--- config.mk ---
export PLATFORM = sky130hd
export DESIGN_NAME = prog_loader_ctrl
export DESIGN_NICKNAME = d
export VERILOG_FILES = /design/src/rtl/prog_loader_ctrl.sv
export SDC_FILE = /design/constraint.sdc
export NUM_CORES = 1
export LEC_CHECK = 0
export BUFFER_PORTS_ARGS = -buffer_cell sky130_fd_sc_hd__buf_2
export CAP_MARGIN = 20
export CORE_MARGIN = 2
export CORE_UTILIZATION = 23
export DETAILED_ROUTE_END_ITERATION = 7
export PLACE_DENSITY = 0.46
export SYNTH_ARGS = -nofsm -noshare
export SYNTH_HDL_FRONTEND = slang
export SYNTH_SLANG_ARGS = --single-unit
--- constraint.sdc ---
create_clock -name clk_i -period 4.97 [get_ports clk_i]
set_input_delay 0.994 -clock clk_i [delete_from_list [all_inputs] [get_ports clk_i]]
set_output_delay 0.994 -clock clk_i [all_outputs]
set_load 0.02 [all_outputs]
--- src/rtl/prog_loader_ctrl.sv ---
// -----------------------------------------------------------------------------
// prog_loader_ctrl
//
// UART program loader. Listens on program_rx_i (8N1, LSB first) for the
// 4-byte preamble MAGIC, then a 32-bit little-endian word count N, then N
// little-endian data words. Each data word becomes one full-word memory write
// at BASE_ADDR + 4*index. The core is held in reset for the whole load and
// released the cycle after the single-cycle DONE state.
//
// Optional feature (macro PROG_TIMEOUT_EN): an idle-line abort. When defined,
// a counter cleared by every received byte aborts a load stuck in SIZE or
// DATA after TIMEOUT_CYCLES cycles (err_o set, no done_o). WRITE never times
// out. When undefined, no counter exists and a stalled load waits forever.
//
// Ports
//   clk_i          : the only clock, rising edge
//   rst_ni         : asynchronous active-low reset
//   program_rx_i   : programming UART line, idle high
//   prog_mode_o    : high while a load is in progress (SIZE/DATA/WRITE)
//   core_rst_no    : active-low core reset, high only in IDLE after reset
//   mem_req_o      : write request (valid)
//   mem_addr_o     : byte address of the word being written
//   mem_wdata_o    : word being written
//   mem_gnt_i      : write accepted (ready)
//   done_o         : one-cycle pulse when a load completes
//   err_o          : sticky error (framing, skid overflow, timeout);
//                    cleared when a new load enters SIZE
//   dbg_state_o    : loader FSM state
//                    0=IDLE 1=SIZE 2=DATA 3=WRITE 4=DONE
//   dbg_rx_state_o : receiver state 0=IDLE 1=START 2=DATA 3=STOP
//
// Handshake: mem_req_o is valid and mem_gnt_i is ready. A write transfers on
// the rising edge where both are high. While mem_req_o is high and mem_gnt_i
// is low, mem_addr_o and mem_wdata_o are held stable and mem_req_o stays high;
// only reset withdraws a request without a grant.
// -----------------------------------------------------------------------------
module prog_loader_ctrl #(
  parameter int unsigned CLK_DIV        = 434,
  parameter logic [31:0] BASE_ADDR      = 32'h4000_0000,
  parameter logic [31:0] MAGIC          = 32'h4752_534B,
  parameter int unsigned TIMEOUT_CYCLES = 5_000_000
) (
  input  logic        clk_i,
  input  logic        rst_ni,
  input  logic        program_rx_i,
  output logic        prog_mode_o,
  output logic        core_rst_no,
  output logic        mem_req_o,
  output logic [31:0] mem_addr_o,
  output logic [31:0] mem_wdata_o,
  input  logic        mem_gnt_i,
  output logic        done_o,
  output logic        err_o,
  output logic [2:0]  dbg_state_o,
  output logic [1:0]  dbg_rx_state_o
);

  // ---------------------------------------------------------------------------
  // UART receiver
  // ---------------------------------------------------------------------------
  localparam int unsigned CW = (CLK_DIV > 2) ? $clog2(CLK_DIV) : 1;
  localparam logic [CW-1:0] BIT_LAST  = CW'(CLK_DIV - 1);
  localparam logic [CW-1:0] HALF_LAST = CW'(CLK_DIV / 2 - 1);

  typedef enum logic [1:0] {
    RX_IDLE  = 2'd0,
    RX_START = 2'd1,
    RX_DATA  = 2'd2,
    RX_STOP  = 2'd3
  } rx_state_e;

  rx_state_e      rx_state_q, rx_state_d;
  logic           rx_meta_q, rx_sync_q, rx_prev_q;
  logic [CW-1:0]  rx_cnt_q;
  logic [2:0]     rx_bit_q;
  logic [7:0]     rx_shift_q;
  logic           rx_fall, rx_tick;
  logic           byte_stb, frame_err;

  always_ff @(posedge clk_i or negedge rst_ni) begin
    if (!rst_ni) begin
      rx_meta_q <= 1'b1;
      rx_sync_q <= 1'b1;
      rx_prev_q <= 1'b1;
    end else begin
      rx_meta_q <= program_rx_i;
      rx_sync_q <= rx_meta_q;
      rx_prev_q <= rx_sync_q;
    end
  end

  assign rx_fall = rx_prev_q & ~rx_sync_q;
  assign rx_tick = (rx_cnt_q == '0);

  always_ff @(posedge clk_i or negedge rst_ni) begin
    if (!rst_ni) rx_state_q <= RX_IDLE;
    else         rx_state_q <= rx_state_d;
  end

  always_comb begin
    rx_state_d = rx_state_q;
    unique case (rx_state_q)
      RX_IDLE:  if (rx_fall) rx_state_d = RX_START;
      // A start bit that is high again at mid-bit was a glitch.
      RX_START: if (rx_tick) rx_state_d = rx_sync_q ? RX_IDLE : RX_DATA;
      RX_DATA:  if (rx_tick && (rx_bit_q == 3'd7)) rx_state_d = RX_STOP;
      RX_STOP:  if (rx_tick) rx_state_d = RX_IDLE;
      default:  rx_state_d = RX_IDLE;
    endcase
  end

  // The counter sits preloaded with the half-bit value while idle, so the
  // start bit is re-checked at mid-bit and every later sample is a full
  // bit period after that.
  always_ff @(posedge clk_i or negedge rst_ni) begin
    if (!rst_ni) begin
      rx_cnt_q   <= HALF_LAST;
      rx_bit_q   <= 3'd0;
      rx_shift_q <= 8'd0;
    end else begin
      if (rx_state_q == RX_IDLE) rx_cnt_q <= HALF_LAST;
      else if (rx_tick)          rx_cnt_q <= BIT_LAST;
      else                       rx_cnt_q <= rx_cnt_q - CW'(1);

      if (rx_tick && (rx_state_q == RX_START)) rx_bit_q <= 3'd0;
      if (rx_tick && (rx_state_q == RX_DATA)) begin
        rx_shift_q <= {rx_sync_q, rx_shift_q[7:1]};
        rx_bit_q   <= rx_bit_q + 3'd1;
      end
    end
  end

  // Strobe and framing error are both raised in the stop-bit sample cycle.
  assign byte_stb  = (rx_state_q == RX_STOP) && rx_tick &&  rx_sync_q;
  assign frame_err = (rx_state_q == RX_STOP) && rx_tick && !rx_sync_q;

  // ---------------------------------------------------------------------------
  // Loader FSM
  // ---------------------------------------------------------------------------
  typedef enum logic [2:0] {
    ST_IDLE  = 3'd0,
    ST_SIZE  = 3'd1,
    ST_DATA  = 3'd2,
    ST_WRITE = 3'd3,
    ST_DONE  = 3'd4
  } state_e;

  state_e      state_q, state_d;
  logic [1:0]  magic_idx_q;
  logic [1:0]  byte_cnt_q;
  logic [31:0] size_q;
  logic [31:0] word_idx_q;
  logic [31:0] addr_q;
  logic [31:0] wdata_q;
  logic [7:0]  skid_q;
  logic        skid_vld_q;
  logic        err_q;
  logic        rst_done_q;

  logic        in_vld;
  logic [7:0]  in_byte;
  logic [7:0]  magic_byte;
  logic [31:0] size_next;
  logic        enter_size;
  logic        timeout_hit;

  // In DATA a byte parked in the skid register is consumed before the line.
  assign in_vld  = (state_q == ST_DATA) ? (skid_vld_q | byte_stb) : byte_stb;
  assign in_byte = ((state_q == ST_DATA) && skid_vld_q) ? skid_q : rx_shift_q;

  always_comb begin
    magic_byte = MAGIC[7:0];
    unique case (magic_idx_q)
      2'd0: magic_byte = MAGIC[7:0];
      2'd1: magic_byte = MAGIC[15:8];
      2'd2: magic_byte = MAGIC[23:16];
      2'd3: magic_byte = MAGIC[31:24];
      default: magic_byte = MAGIC[7:0];
    endcase
  end

  assign size_next  = {in_byte, size_q[31:8]};
  assign enter_size = (state_q == ST_IDLE) && (state_d == ST_SIZE);

`ifdef PROG_TIMEOUT_EN
  logic [31:0] to_cnt_q;
  logic        in_wait;

  assign in_wait = (state_q == ST_SIZE) || (state_q == ST_DATA);

  always_ff @(posedge clk_i or negedge rst_ni) begin
    if (!rst_ni)                  to_cnt_q <= 32'd0;
    else if (byte_stb || !in_wait) to_cnt_q <= 32'd0;
    else                          to_cnt_q <= to_cnt_q + 32'd1;
  end

  assign timeout_hit = in_wait && !byte_stb && (to_cnt_q == TIMEOUT_CYCLES - 1);
`else
  // Idle-line abort compiled out; the term only keeps TIMEOUT_CYCLES referenced.
  assign timeout_hit = 1'b0 & (TIMEOUT_CYCLES == 32'd0);
`endif

  always_ff @(posedge clk_i or negedge rst_ni) begin
    if (!rst_ni) state_q <= ST_IDLE;
    else         state_q <= state_d;
  end

  always_comb begin
    state_d = state_q;
    unique case (state_q)
      ST_IDLE:
        if (in_vld && (in_byte == magic_byte) && (magic_idx_q == 2'd3))
          state_d = ST_SIZE;
      ST_SIZE:
        if (timeout_hit) state_d = ST_IDLE;
        else if (in_vld && (byte_cnt_q == 2'd3))
          state_d = (size_next == 32'd0) ? ST_DONE : ST_DATA;
      ST_DATA:
        if (timeout_hit) state_d = ST_IDLE;
        else if (in_vld && (byte_cnt_q == 2'd3)) state_d = ST_WRITE;
      ST_WRITE:
        if (mem_gnt_i)
          state_d = ((word_idx_q + 32'd1) == size_q) ? ST_DONE : ST_DATA;
      ST_DONE:  state_d = ST_IDLE;
      default:  state_d = ST_IDLE;
    endcase
  end

  always_comb begin
    prog_mode_o = 1'b0;
    mem_req_o   = 1'b0;
    done_o      = 1'b0;
    core_rst_no = 1'b0;
    unique case (state_q)
      ST_IDLE:  core_rst_no = rst_done_q;
      ST_SIZE,
      ST_DATA:  prog_mode_o = 1'b1;
      ST_WRITE: begin
        prog_mode_o = 1'b1;
        mem_req_o   = 1'b1;
      end
      ST_DONE:  done_o = 1'b1;
      default:  ;
    endcase
  end

  always_ff @(posedge clk_i or negedge rst_ni) begin
    if (!rst_ni) begin
      magic_idx_q <= 2'd0;
      byte_cnt_q  <= 2'd0;
      size_q      <= 32'd0;
      word_idx_q  <= 32'd0;
      addr_q      <= 32'd0;
      wdata_q     <= 32'd0;
      skid_q      <= 8'd0;
      skid_vld_q  <= 1'b0;
      err_q       <= 1'b0;
      rst_done_q  <= 1'b0;
    end else begin
      rst_done_q <= 1'b1;
      if (frame_err || timeout_hit) err_q <= 1'b1;

      unique case (state_q)
        ST_IDLE:
          if (in_vld) begin
            // Mismatch restarts matching; a byte equal to the first preamble
            // byte already counts as the first match. Index wraps to 0 after
            // the fourth match.
            if (in_byte == magic_byte) magic_idx_q <= magic_idx_q + 2'd1;
            else magic_idx_q <= (in_byte == MAGIC[7:0]) ? 2'd1 : 2'd0;
          end
        ST_SIZE:
          if (in_vld) begin
            size_q     <= size_next;
            byte_cnt_q <= byte_cnt_q + 2'd1;
          end
        ST_DATA: begin
          if (in_vld) begin
            wdata_q    <= {in_byte, wdata_q[31:8]};
            byte_cnt_q <= byte_cnt_q + 2'd1;
            if (byte_cnt_q == 2'd3) addr_q <= BASE_ADDR + (word_idx_q << 2);
          end
          // Skid byte consumed this cycle; a byte landing now takes its place.
          if (skid_vld_q) begin
            skid_vld_q <= byte_stb;
            skid_q     <= rx_shift_q;
          end
        end
        ST_WRITE: begin
          if (byte_stb) begin
            if (skid_vld_q) err_q <= 1'b1;
            else begin
              skid_q     <= rx_shift_q;
              skid_vld_q <= 1'b1;
            end
          end
          if (mem_gnt_i) word_idx_q <= word_idx_q + 32'd1;
        end
        default: ;
      endcase

      if (enter_size) begin
        err_q       <= 1'b0;
        magic_idx_q <= 2'd0;
        byte_cnt_q  <= 2'd0;
        size_q      <= 32'd0;
        word_idx_q  <= 32'd0;
        skid_vld_q  <= 1'b0;
      end
    end
  end

  assign mem_addr_o     = addr_q;
  assign mem_wdata_o    = wdata_q;
  assign err_o          = err_q;
  assign dbg_state_o    = state_q;
  assign dbg_rx_state_o = rx_state_q;

endmodule

* After elaboration in Yosys (flattened, before gate mapping)
Cells that the tools add are included.
** Storage, ports and cells
- Output and inout bits :: 74
- Register bits after elaboration :: 171
- Input bits :: 4
- Logic and storage cells :: 139
** Cells by class
- Reductions and logical operators :: 37
- Add/subtract/negate cells :: 6
- Bitwise operators :: 3
- Mux-type cells :: 51
- Eq/ne operators :: 24
** Operator list (count)
- $mux W32 :: 6
- $add A31 B32 Y32 const A :: 1
- $add A32 B1 Y32 const B :: 1
- $eq A32 B32 Y1 :: 1
- $logic_not A32 Y1 :: 1
- $mux W8 :: 4
- $pmux W8 S4 :: 1
- $mux W2 :: 12
- $mux W3 :: 8
- $mux W9 :: 2
- $pmux W8 S2 :: 1
- $reduce_bool A2 Y1 :: 8
- $mux W1 :: 14
- $ne A2 B2 Y1 const B :: 7
- $pmux W3 S4 :: 1
- $reduce_and A2 Y1 :: 6
- $logic_and A1 B1 Y1 :: 11
- $eq A2 B2 Y1 const B :: 5
- $logic_not A9 Y1 :: 1
- $sub A9 B1 Y9 const B :: 1
- $eq A8 B7 Y1 const B :: 1
- $eq A8 B8 Y1 :: 1
- $pmux W2 S4 :: 1
- $reduce_and A4 Y1 :: 2
- other kinds (18) :: 24

* Logic depth before layout (Yosys ltp)
Gate-level depths: netlist (run 1).
- Depth after elaboration :: 13
- Mapped depth :: 13
- Gate-level depth less buffers :: 9

* Least setup slack after synthesis (run 1)
OpenSTA, ideal clock, no wires.
- Path kind :: reg-to-reg
- Start :: register word_idx_q[0]
- End :: register state_q[2] (netlist: dbg_state_o[2])
- Clock period less this slack :: 2.897 ns
- Path slack :: 2.073 ns
- Buffers on the path :: 2
- Library setup time :: 0.066 ns
- Stages on the path, launching flop included :: 11
- Required time :: 4.904 ns
- Arrival :: 2.831 ns
- Path through :: dfrtp_1 ha_1 buf_2 nand4_1 or4_4 buf_6 or3_1 a221o_1 nor4_1 and4b_1 a2bb2o_1
** Between the ends
- Longest elaborated chain between the ends :: 5
** RTL lines
- start, declared :: RTL line 152 : logic [31:0] word_idx_q;
- start signal, assigned :: RTL line 297 : if (mem_gnt_i) word_idx_q <= word_idx_q + 32'd1;
- $add A32 B1 Y32 :: RTL line 223 : state_d = ((word_idx_q + 32'd1) == size_q) ? ST_DONE : ST_DATA;
- $eq A32 B32 Y1 :: RTL line 223
- $mux W3 :: RTL line 223
- $mux W3 :: RTL line 222 : if (mem_gnt_i)
- $pmux W3 S4 :: RTL line 210 : unique case (state_q)
- named net state_d[2] :: RTL line 148 : state_e state_q, state_d;
- end signal, assigned :: RTL line 205 : else state_q <= state_d;
- end, declared :: RTL line 148
The timed path passes the listed nets, and every way through them passes these cells.
A chain may end at the register's enable or synchronous reset.

* Worst setup path after layout (run 1)
- Start :: register state_q[0] (netlist: dbg_state_o[0])
- End :: register word_idx_q[16]
** Between the ends
- Longest elaborated chain between the ends :: 12
- Elaborated cells on any way between the ends :: 24
- Those cells by class :: eq/ne (5); mux (9); reduce/logical (10)
** RTL lines
- $eq A3 B2 Y1 :: RTL line 168, 169, 210
- $logic_and A1 B1 Y1 :: RTL line 169 : assign in_byte = ((state_q == ST_DATA) && skid_vld_q) ? skid_q : rx_shift_q;
- $mux W8 :: RTL line 169
- $eq A8 B8 Y1 :: RTL line 212 : if (in_vld && (in_byte == magic_byte) && (magic_idx_q == 2'd3))
- $logic_and A1 B1 Y1 (2 in series) :: RTL line 212
- $mux W3 :: RTL line 212
- $pmux W3 S4 :: RTL line 210
- $eq A3 B1 Y1 :: RTL line 183 : assign enter_size = (state_q == ST_IDLE) && (state_d == ST_SIZE);
- $logic_and A1 B1 Y1 :: RTL line 183
- $reduce_bool A2 Y1 (no source line)
- $reduce_and A2 Y1 (no source line)
Parallel ways exist; a longest one is shown, timed or not.

==> results.py, run 1 <==
metrics = {
    "run_status": {
        "status": "finished, final reports clean",
    },
    "worst_setup_path": {
        "cp.arrival_ns": 3.96,
        "slowest_stage": "mux2i_1",
        "cp.depth": 8,
        "crit_chain": "nor4bb_4 > buf_4 > mux2i_1 > xnor2_1 > and4_1 > and3_2 > buf_12 > nor2_1",
        "cpPeakStageDelay_ns": 0.72,
        "critical_path_buf_inv_count": 2,
        "end_kind": "flop",
        "crit_type": "reg -> reg",
        "startpoint_type": "flop",
        "cp_data_required_time_ns": 5.29,
        "crit_family": "simple AND/OR/NAND/NOR gates",
        "cp_max_fo": 35,
        "reg2reg_depth": 8,
    },
    "global_route": {
        "antenna_found_initial": 0,
        "grt_pass1_wl_um": 37000,
        "grt_max_degree": 50,
        "grt_pass1_vias": 6337,
        "grt_usage_pct": 12.2,
        "grt-ovfl-total": 0,
    },
    "placed_design": {
        "hpwl_um": 16100,
        "place_area_mm2": 0.00947,
        "place_congestion": 0.845,
        "io_buffer_count": 75,
        "place_inst": 1342,
    },
    "logic_synthesis": {
        "ys_seq_area_share_pct": 49.1,
        "synth-seq-cells": 169,
        "syn_avg_cell_area_um2": 10.2,
        "synth_top_area_share_pct": 46.9,
        "synth-edff-count": 0,
        "yosys-top-cells-area": "dfrtp_1, mux2_2, xnor2_1, nand2_1, nor2_1",
        "synth_area_mm2": 0.00864,
        "ys_types": 66,
        "yosysTopAreaCell": "dfrtp_1",
        "ys_warn_count": 0,
        "netlist_instances": 848,
        "synthFlopType": "dfrtp_1",
        "synth_async_sr_flop_share_pct": 100,
    },
    "min_path": {
        "hold_path_class": "reg -> reg",
        "whs_path_depth": 0,
    },
    "timing": {
        "period_share_pct": 73.3,
        "setup_viol": 0,
        "finalHoldViolCount": 0,
        "min_period_ns": 3.64,
        "rsz0062_at_grt": "no",
        "worstMarginPinSlew_ns": 0.809,
        "max_freq_mhz": 275,
        "skew_ns": 0.0141,
        "finalSetupTns_ns": 0,
        "fin_hold_ws_ns": 0.357,
        "max_slew_margin_pct": 44.5,
        "drv_slew": 0,
    },
    "clock_tree": {
        "path_clk_slew_ns": 0.07,
        "clk_latency_ns": 0.44,
        "cts_tree": "yes",
        "cts_buffer_depth": 2,
        "numCtsBuffers": 17,
        "holdBufCountCts": 0,
        "cts_setup_buffers": 0,
        "htreeDepth": 4,
        "cts.sinks": 169,
        "cts_resized": 0,
        "root_buffer": "clkbuf_16",
    },
    "drt": {
        "wirelength_um": 23000,
        "vias": 6463,
        "drtIter0Drc": 345,
        "wl_per_cell_um": 16.7,
        "dr.pass1.iters": 5,
        "drc_errors": 0,
        "postRouteAntennaNets": 0,
        "vias_per_cell": 4.70,
    },
    "power": {
        "seqPwrFrac_pct": 47.9,
        "internal-power_uw": 2370,
        "switchingPower_uw": 705,
        "power.share.combinational_pct": 4.8,
        "ir_drop_uv": 251,
        "pwr-share-clk_pct": 47.2,
        "p_leak_uw": 0.00457,
        "power_density_mw_per_mm2": 304,
        "sw_frac_of_total_pct": 22.9,
    },
    "floorplanning": {
        "ios": 78,
        "die_area_mm2": 0.0391,
        "die_height_um": 198,
        "core_area_mm2": 0.0368,
        "die-width_um": 198,
        "initial_core_util_pct": 23.5,
        "num_rows": 70,
    },
    "run": {
        "drv_cap": 0,
    },
    "layout": {
        "syn_to_final_growth_pct": 17.1,
        "antenna_cells": 0,
        "drive_above_1_share_pct": 22.4,
        "stdcell_area_mm2": 0.0101,
        "layoutNonFillerInstCount": 1374,
        "nets": 907,
    },
}
-- power by group through the flow --
stage	sequential [uW]	combinational, uW	clock [uW]
finish	1470	148	1450
global route	1480	172	1560
detailed placement	1500	152	0
CTS	1470	153	1510
global placement	1500	151	0
floorplan	1490	105	0
-- synthesized netlist by cell type (11+ instances only) --
master / count
buf_2: 15
nand2_1: 85
a21oi_1: 47
nand3_1: 26
xnor2_1: 58
clkbuf_1: 39
nand4_1: 17
xor2_1: 23
mux2_2: 67
and3_1: 13
mux2i_1: 11
o21ai_0: 20
nor3_1: 18
dfrtp_1: 162
nor4_1: 23
nor2_1: 81
-- cells in the final DEF (no fill, tap or decap), types with 3 or more instances in the layout --
cell / netlist / final
nand2_1: 85 / 85
a21oi_1: 47 / 47
clkinvlp_4: 0 / 4
mux2i_1: 11 / 11
bufinv_16: 0 / 4
nor3_1: 18 / 18
and3_1: 13 / 12
dfrtp_1: 162 / 162
a31oi_1: 8 / 8
nand4_1: 17 / 17
buf_4: 3 / 10
a22o_1: 3 / 3
and4_1: 6 / 6
mux2_2: 67 / 67
conb_1: 2 / 3
or4_1: 5 / 5
a211oi_1: 10 / 10
nor2_1: 81 / 81
clkbuf_16: 0 / 17
nand2b_1: 6 / 6
nor4_1: 23 / 22
and2_1: 5 / 5
nand3_1: 26 / 26
ha_1: 10 / 10
nor4b_1: 3 / 3
buf_2: 15 / 74
o21ai_0: 20 / 20
or3_1: 9 / 9
xnor2_1: 58 / 58
clkbuf_8: 0 / 3
nor2b_1: 5 / 5
nand4b_1: 3 / 3
dfstp_2: 7 / 7
inv_1: 10 / 10
xor2_1: 23 / 23
-- flip-flops by register name (all words and copies together), names as in the netlist, named ones only --
register,count
rx_meta_q,1
size_q,32
rx_prev_q,1
magic_idx_q,2
rst_done_q,1
byte_cnt_q,2
rx_sync_q,1
rx_shift_q,8
mem_addr_o,30
dbg_rx_state_o,1
mem_wdata_o,32
err_o,1
word_idx_q,32
skid_q,8
rx_bit_q,3
rx_cnt_q,9
skid_vld_q,1
dbg_state_o,3
-- worst paths after layout --
| check | startpoint | to | slack, ns |
|---|---|---|---|
| setup / recovery | dbg_state_o[0] | word_idx_q[16] | 1.33 |
| hold / removal | rx_meta_q | rx_sync_q | 0.36 |
| setup reg to reg | dbg_state_o[0] | word_idx_q[16] | 1.33 |
| hold reg to reg | rx_meta_q | rx_sync_q | 0.36 |
| max in group asynchronous | rst_ni | rx_shift_q[5] | 3.52 |
| min in group asynchronous | rst_ni | mem_addr_o[26] | 0.47 |
-- stage by stage --
stage / util (%) / worst slack, ns / total power [uW]
after floorplan: - / 2.07 / 1590
after global placement: 25.8 / 1.37 / 1650
after detailed placement: 25.8 / 1.30 / 1650
after CTS: 27.5 / 1.29 / 3140
after global routing: 27.5 / 1.06 / 3210
final: 27.5 / 1.33 / 3080
-- metal layers --
metal / up-vias / part of all wire, % / global-route usage (%) / wire length, um
met5: - / 0 / 0 / 0
met2: 131 / 46 / 19.1 / 10600
li1: 3072 / - / - / -
met1: 3233 / 48 / 16.8 / 11100
met3: 27 / 3.8 / 2.62 / 878
met4: 0 / 1.9 / 4.04 / 434
-- logic make-up (layout without fill, tap and decap cells) --
| family | after synthesis | in the layout | share of synthesized area (%) |
|---|---|---|---|
| AOI/OAI and AO/OA | 118 | 118 | 8.55 |
| muxes | 78 | 78 | 10.0 |
| and+or+nand+nor | 319 | 319 | 19.1 |
| adders and majority gates | 10 | 10 | 1.45 |
| xor gates and xnor gates | 81 | 81 | 8.22 |
| DFF | 169 | 169 | 49.1 |
| buffers and inverters | 71 | 128 | 3.55 |
| other | 2 | 3 | 0.0870 |
-- cell type report --
cell class	count	area, um^2
clock inverter	11	169
tap	468	586
sequential	169	4240
clock buffer	21	470
timing repair buffer	86	477
multi-input combinational	609	4140
fill	3926	26700
inverter	10	37.5
Power figures use the tool's default switching activity.
==> inputs of run 2 (changes only) <==
==> constraint.sdc (replaced) <==
create_clock -name clk_i -period 3.7 [get_ports clk_i]
set_input_delay 0.74 -clock clk_i [delete_from_list [all_inputs] [get_ports clk_i]]
set_output_delay 0.74 -clock clk_i [all_outputs]
set_load 0.02 [all_outputs]
==> results.py, run 2 (synthesis results as in run 1) <==
metrics = {
    "layout": {
        "syn_to_final_growth_pct": 17.9,
        "drive_above_1_share_pct": 23.4,
        "layout_common_cells": "dfrtp_1, nand2_1, nor2_1",
        "final_common_cell": "dfrtp_1",
        "layoutNonFillerInstCount": 1386,
        "stdcell_area_mm2": 0.0102,
        "nets": 919,
        "antenna_cells": 0,
        "final_util_pct": 27.7,
    },
    "drt": {
        "drtIter0Drc": 327,
        "vias_per_cell": 4.68,
        "postRouteAntennaNets": 0,
        "vias": 6485,
        "wirelength_um": 22900,
        "drc_errors": 0,
        "dr.pass1.iters": 5,
        "wl_per_cell_um": 16.5,
    },
    "worst_setup_path": {
        "end_kind": "flop",
        "crit_chain": "ha_1 > nand4_1 > or4_4 > or3_1 > a221o_1 > nor4_1 > and4b_1 > a2bb2o_1",
        "cpPeakStageDelay_ns": 0.52,
        "critical_path_buf_inv_count": 0,
        "crit_type": "reg -> reg",
        "startpoint_type": "flop",
        "cp_max_fo": 10,
        "cp_data_required_time_ns": 4.07,
        "crit_family": "simple AND/OR/NAND/NOR gates",
        "slowest_stage": "or4_4",
        "cp.arrival_ns": 3.46,
    },
    "global_route": {
        "grt_pass1_wl_um": 37300,
        "antenna_found_initial": 0,
        "grt_max_degree": 65,
        "grt_usage_pct": 12.2,
        "grt-ovfl-total": 0,
        "grt_pass1_vias": 6493,
    },
    "timing": {
        "min_period_ns": 3.09,
        "setup_viol": 0,
        "skew_ns": 0.0115,
        "worstMarginPinSlew_ns": 0.834,
        "rsz0062_at_grt": "no",
        "period_share_pct": 83.4,
        "drv_slew": 0,
        "finalHoldViolCount": 0,
        "finalSetupTns_ns": 0,
        "max_freq_mhz": 324,
        "fin_ws_ns": 0.613,
        "max_slew_margin_pct": 44.0,
    },
    "placed_design": {
        "io_buffer_count": 75,
        "place_inst": 1354,
        "place_congestion": 0.860,
        "post-place-ws_ns": 0.668,
        "hpwl_um": 16200,
        "place_area_mm2": 0.00958,
    },
    "clock_tree": {
        "cts_setup_buffers": 0,
        "cts_tree": "yes",
        "cts_resized": 0,
        "cts_buffer_depth": 2,
        "cts.sinks": 169,
        "htreeDepth": 4,
        "numCtsBuffers": 17,
        "path_clk_slew_ns": 0.07,
        "holdBufCountCts": 0,
        "root_buffer": "clkbuf_16",
        "clk_latency_ns": 0.44,
    },
    "floorplanning": {
        "die_area_mm2": 0.0391,
        "die_height_um": 198,
        "initial_core_util_pct": 23.5,
        "ios": 78,
        "core_area_mm2": 0.0368,
        "num_rows": 70,
        "die-width_um": 198,
    },
    "run": {
        "drv_cap": 0,
    },
    "power": {
        "power_density_mw_per_mm2": 397,
        "p_leak_uw": 0.00461,
        "ir_drop_uv": 342,
    },
    "run_status": {
        "status": "finished, final reports clean",
    },
    "min_path": {
        "hold_path_class": "in -> async",
    },
}
-- run 2: changes by cell type in the layout (fill, tap and decap cells not counted), moves of 2 or more --
cell | previous run | this run
buf_4 | 10 | 20
inv_6 | 0 | 6
buf_12 | 1 | 3
bufinv_16 | 4 | 2
clkbuf_8 | 3 | 1
clkinv_2 | 2 | 0
-- run 2: path summary, 6_finish.rpt --
kind                               start              to  slack [ns]  depth (start not counted)
max reg2reg                word_idx_q[0]  dbg_state_o[2]        0.61                          8
min                               rst_ni  mem_addr_o[24]        0.28                          1
min reg2reg                    rx_meta_q       rx_sync_q        0.36                          0
max                        word_idx_q[0]  dbg_state_o[2]        0.61                          8
max in group asynchronous         rst_ni       rx_sync_q        2.60                          2
min in group clk_i             rx_meta_q       rx_sync_q        0.36                          0
-- run 2: area by class of cell --
| cell class | count | area [um^2] |
|---|---|---|
| Tap cell | 468 | 586 |
| Fill cell | 3879 | 26600 |
| Sequential cell | 169 | 4240 |
| Multi-Input combinational cell | 609 | 4130 |
| Clock buffer | 18 | 439 |
| Inverter | 10 | 37.5 |
| Timing Repair Buffer | 98 | 592 |
| Clock inverter | 14 | 161 |
-- run 2: stage by stage --
| step | hold WS [ns] | total power [uW] |
|---|---|---|
| floorplan | 0.345 | 2140 |
| global placement | 0.347 | 2220 |
| detailed placement | 0.347 | 2220 |
| CTS | 0.308 | 4110 |
| global route | 0.326 | 4220 |
| finish | 0.283 | 4040 |
-- run 2: metal layers --
metal	track usage, %	part of all wire (%)
met4	3.37	1.4
met5	0	0
met2	19.0	46
met1	17.0	48
met3	2.62	4.3
-- run 2: worst register-to-register path: stages, from the launching register on --
cell and delay [ns]:
dfrtp_1 0.49, ha_1 0.35, nand4_1 0.15, or4_4 0.52
or3_1 0.39, a221o_1 0.35, nor4_1 0.28, and4b_1 0.32
a2bb2o_1 0.16
-- run 2: report_power, final --
group | internal, uW | switching [uW] | total, uW
clock network | 1030 | 827 | 1860
logic | 87.3 | 119 | 206
registers | 1920 | 58.6 | 1970
total | 3030 | 1000 | 4040
